<file path="config.mk">
export PLATFORM = sky130hd
export DESIGN_NAME = regfile_scoreboard
export DESIGN_NICKNAME = d
export VERILOG_FILES = /design/src/rtl/regfile_scoreboard.sv
export SDC_FILE = /design/constraint.sdc
export NUM_CORES = 2
export LEC_CHECK = 0
export CORE_MARGIN = 2
export CORE_UTILIZATION = 45
export CTS_BUF_LIST = sky130_fd_sc_hd__clkbuf_8
export DETAILED_ROUTE_END_ITERATION = 7
export PLACE_DENSITY = 0.71
export SETUP_SLACK_MARGIN = 0.05
export SLEW_MARGIN = 15
export SYNTH_ARGS = -nofsm -noshare
export SYNTH_HDL_FRONTEND = slang
export SYNTH_SLANG_ARGS = --single-unit
export TNS_END_PERCENT = 20
</file>
<file path="constraint.sdc">
create_clock -name clk -period 53.9 [get_ports clk]
set_input_delay 10.78 -clock clk [delete_from_list [all_inputs] [get_ports clk]]
set_output_delay 10.78 -clock clk [all_outputs]
set_load 0.02 [all_outputs]
</file>
<file path="src/rtl/regfile_scoreboard.sv">
// Integer register file with a per-register busy scoreboard for issue stalling.
// Two combinational read ports with writeback bypass, one synchronous write port, x0 hardwired to 0.
module regfile_scoreboard #(
  parameter int unsigned WORD_SIZE = 32,
  parameter int unsigned NUM_REGS  = 32,
  localparam int unsigned ADDR_W   = $clog2(NUM_REGS)
) (
  input  logic                 clk,
  input  logic                 rst,
  input  logic [ADDR_W-1:0]    rs1_addr,
  input  logic [ADDR_W-1:0]    rs2_addr,
  output logic [WORD_SIZE-1:0] rs1_data,
  output logic [WORD_SIZE-1:0] rs2_data,
  input  logic                 wr_en,
  input  logic [ADDR_W-1:0]    wr_addr,
  input  logic [WORD_SIZE-1:0] wr_data,
  input  logic                 issue_valid,
  input  logic [ADDR_W-1:0]    issue_rd,
  input  logic                 issue_uses_rs1,
  input  logic                 issue_uses_rs2,
  output logic                 hazard,
  input  logic                 flush,
  output logic [NUM_REGS-1:0]  busy_vec
);

  logic [WORD_SIZE-1:0] regs_q [NUM_REGS];
  logic [NUM_REGS-1:0]  busy_q, busy_d;

  logic wr_live;
  logic clr1, clr2, clr_rd;
  logic haz_rs1, haz_rs2, haz_rd;
  logic accept;

  assign wr_live = wr_en && (wr_addr != '0);

  // Register storage; x0 is never written so it stays at its reset value of zero.
  always_ff @(posedge clk or posedge rst) begin
    if (rst) begin
      for (int i = 0; i < NUM_REGS; i++) begin
        regs_q[i] <= '0;
      end
    end else if (wr_live) begin
      regs_q[wr_addr] <= wr_data;
    end
  end

  // Reads bypass the in-flight writeback; held at zero during reset so the bypass cannot leak.
  always_comb begin
    rs1_data = '0;
    rs2_data = '0;
    if (!rst) begin
      if (rs1_addr != '0) begin
        rs1_data = (wr_en && (wr_addr == rs1_addr)) ? wr_data : regs_q[rs1_addr];
      end
      if (rs2_addr != '0) begin
        rs2_data = (wr_en && (wr_addr == rs2_addr)) ? wr_data : regs_q[rs2_addr];
      end
    end
  end

  // A writeback landing this cycle resolves the dependency it would otherwise stall on.
  always_comb begin
    clr1    = wr_en && (wr_addr == rs1_addr);
    clr2    = wr_en && (wr_addr == rs2_addr);
    clr_rd  = wr_en && (wr_addr == issue_rd);
    haz_rs1 = issue_uses_rs1 && busy_q[rs1_addr] && !clr1;
    haz_rs2 = issue_uses_rs2 && busy_q[rs2_addr] && !clr2;
    haz_rd  = (issue_rd != '0) && busy_q[issue_rd] && !clr_rd;
    hazard  = issue_valid && (haz_rs1 || haz_rs2 || haz_rd);
    accept  = issue_valid && !hazard && !flush;
  end

  // Clear first, then set, so an accepted issue wins over a same-cycle writeback of the same reg.
  always_comb begin
    busy_d = busy_q;
    if (flush) begin
      busy_d = '0;
    end else begin
      if (wr_live) begin
        busy_d[wr_addr] = 1'b0;
      end
      if (accept && (issue_rd != '0)) begin
        busy_d[issue_rd] = 1'b1;
      end
    end
    busy_d[0] = 1'b0;
  end

  always_ff @(posedge clk or posedge rst) begin
    if (rst) begin
      busy_q <= '0;
    end else begin
      busy_q <= busy_d;
    end
  end

  assign busy_vec = busy_q;

endmodule

</file>
==> results.md <==
* Worst relative slew slack at 20.6%
* Filler cell count in the final layout at 10600
* CP Class: in2out
* Syn Std Cell Area at 57400 µm²
* Final period util at 49.5%
* Post-synthesis register bit count at 1055
* Measured slew at the worst slew-check pin at 1.19 ns
* Most frequent cells in the layout: dfrtp_1, mux2_2, mux4_2
* Drt wl/cell at 31.0 µm
* Main flop type after synthesis: dfrtp_1
* Final Wtd Congestion at 0.800
* Vias in the first global route at 38400
* DP HPWL at 92.2 mm
* Pwr Density at 34.7 nW/µm²
* DRC at 0
* CTS max path bufs at 3
* Rows at 131
* Clk slew on worst S/H paths at 0.06 ns
* Detailed Route WL at 175 mm
* Yosys warnings at 0
* Crit-path max cell delay at 0.83 ns
* I/O Pins at 156
* Critical path's most frequent cell: buf_4
* Cells after Synth at 3891
* Switching power at 618 µW
* Syn Nets at 3950
* TNS Setup at 0 ns
* CTS sink count at 1055
* Crit path max-delay cell type: buf_4
* Initial Utilization at 45.2%
* Register area share after synthesis at 46.0%
* Worst path cell trace: buf_8 -> buf_4 -> buf_12 -> buf_4 -> mux4_2 -> mux2_2 -> a221oi_1 -> nor3_1 -> a21oi_1 -> nor2_1 -> clkdlybuf4s50_1
* Mean Syn Cell Area at 14.8 µm²
* Die X at 361 µm
* Logic pwr share at 21.3%
* H-Tree Level Count at 4
* Max IR drop VDD at 0.0168 mV
* Worst EP required at 43.12 ns
* Global-route wire length before repair at 260 mm
* Die Y at 361 µm
* Core Area at 127000 µm²
* Iter 0 DRT Violations at 4082
* P_int at 1.58 mW
* Data arrival time of the critical path at 15.88 ns
* DRT Pass-1 Iters at 6
* Initial antenna violation count at 11
* Post-Place Cell Area at 60000 µm²
* # nets final at 3905
* Gr usage total at 26.8%
* CP max FO at 99
* Crit path time final at 26.66 ns
* CP Launch Type: primary input
* Post-synth cell types at 52
* PostCTS Resize Cnt at 0
* Post CTS Setup Buffer Count at 0
* Max Slew Vio Count at 0
* CTS buffer count at 169
* Critical Path End Type: output port
* Total Die Area at 130000 µm²
* Endpoints failing setup at 0
* Reg power frac at 47.4%
* Status: finished, final reports clean
* Hold WS at 0.397 ns
* Hold_buf cts at 0
* Setup repair after global routing missed its margin: false
* Async set-reset flop share out of synthesis at 100%
* Leakage power at 27.0 nW
* Final Hold Viols at 0
* Clk_skew at 0.00614 ns
* HP Class: reg2reg
* Sw Ratio at 28.1%
* Largest net degree at the start of global routing at 163
* Post-route ant nets at 0
* Clock share of power at 31.3%
* Max Cap Violations at 0
* Layout cell share with drive strength beyond 1 at 49.0%
* Most common cell after layout, fill and taps aside: dfrtp_1
* P&R area growth vs syn at 10.4%
* DR vias/cell at 6.68
* F_max at 0.0375 GHz
* PortBufs at 154
* Number of enable flip-flop cells after synthesis at 0
* TritonCTS clock tree: built
* Post-Layout Inst Area at 63400 µm²
* Grt total ovfl at 0
* DR vias at 37700
* Clk root buf: clkbuf_8
* Worst-skew pair later-pin latency at 0.89 ns
## final timing paths
check / slack, ns / cells past startpoint / from / end
hold / removal: 0.40 / 0 / regs_q[1002]$_DFFE_PP0P_ / regs_q[1002]$_DFFE_PP0P_
max in group asynchronous: 40.32 / 5 / rst / regs_q[494]$_DFFE_PP0P_
hold reg to reg: 0.40 / 0 / regs_q[1002]$_DFFE_PP0P_ / regs_q[1002]$_DFFE_PP0P_
setup / recovery: 27.24 / 11 / rs1_addr[0] / rs1_data[30]
setup reg to reg: 51.51 / 6 / busy_vec[17]$_DFF_PP0_ / busy_vec[3]$_DFF_PP0_
min in group asynchronous: 10.43 / 2 / rst / regs_q[759]$_DFFE_PP0P_
## cell usage after synthesis, types with 6 or more instances
master	instances	area (µm²)
nand3b_1	24	180
a211oi_1	46	345
o211ai_1	43	323
or2_2	17	106
a21oi_1	89	445
nand3_1	13	65.1
clkbuf_1	313	1170
or3b_2	10	87.6
mux2i_1	171	1710
o31ai_1	28	210
xnor2_1	6	52.6
buf_6	17	191
buf_1	43	161
xor2_1	8	70.1
buf_2	56	280
mux4_2	501	11300
o22ai_1	27	169
nor2_1	82	308
o221ai_1	58	508
nor2b_1	9	56.3
inv_1	16	60.1
or3_1	9	56.3
mux2_2	1030	11600
nor3_1	16	80.1
nand2_1	52	195
a221oi_1	47	412
dfrtp_1	1055	26400
nand2b_1	33	206
buf_4	36	270
## through the flow
stage          cells  util, %  setup slack, ns  power [mW]
2_1_floorplan   3891        -             5.90        1.40
3_3_place_gp    5336     47.2            27.18        1.50
3_5_place_dp    5336     47.2            27.10        1.52
4_1_cts         5630     49.8            27.11        2.21
5_1_grt         5633     49.9            26.83        2.30
6_report        5638     49.9            27.24        2.20
## layout make-up
cell class | instances | area [µm²] | share of cell area, %
multi-input combinational | 2355 | 29100 | 46.0
antenna | 7 | 17.5 | 0.0276
clock inverter | 83 | 413 | 0.652
clock buffer | 211 | 2900 | 4.58
sequential | 1055 | 26400 | 41.7
inverter | 16 | 72.6 | 0.115
timing repair buffer | 249 | 2340 | 3.69
tap | 1662 | 2080 | 3.28
## registers in the layout, summed over array words and instances (netlist names)
name      count
regs_q     1024
busy_vec     31
## power groups by stage
stage	logic, mW	registers, mW	clock network, mW
after global placement	0.456	1.04	0
after floorplan	0.377	1.02	0
after CTS	0.468	1.04	0.699
final	0.468	1.04	0.689
after global routing	0.500	1.06	0.734
after detailed placement	0.467	1.05	0
## cell families after synthesis
kind of cell	share of synthesized area, %
muxes	43.0
AOI/OAI and AO/OA	4.55
other	0.00653
and+or+nand+nor	2.52
DFF	46.0
buffers and inverters	3.73
xor gates and xnor gates	0.214
## routing by layer
layer / part of all wire [%] / vias to the layer above / global-route usage [%]
met1: 41 / 20300 / 37.0
li1: - / 15000 / -
met2: 46 / 1967 / 40.9
met4: 3.6 / 12 / 10.1
met3: 9.8 / 423 / 7.00
met5: 0.040 / - / 0
## worst max-delay path, delay by kind of cell
| family | cells | cell delay (ns) |
|---|---|---|
| buf+inv | 5 | 3.27 |
| simple gates | 2 | 0.21 |
| mux | 2 | 0.88 |
| compound gates | 2 | 0.57 |
(Power assumes the default switching activity.)
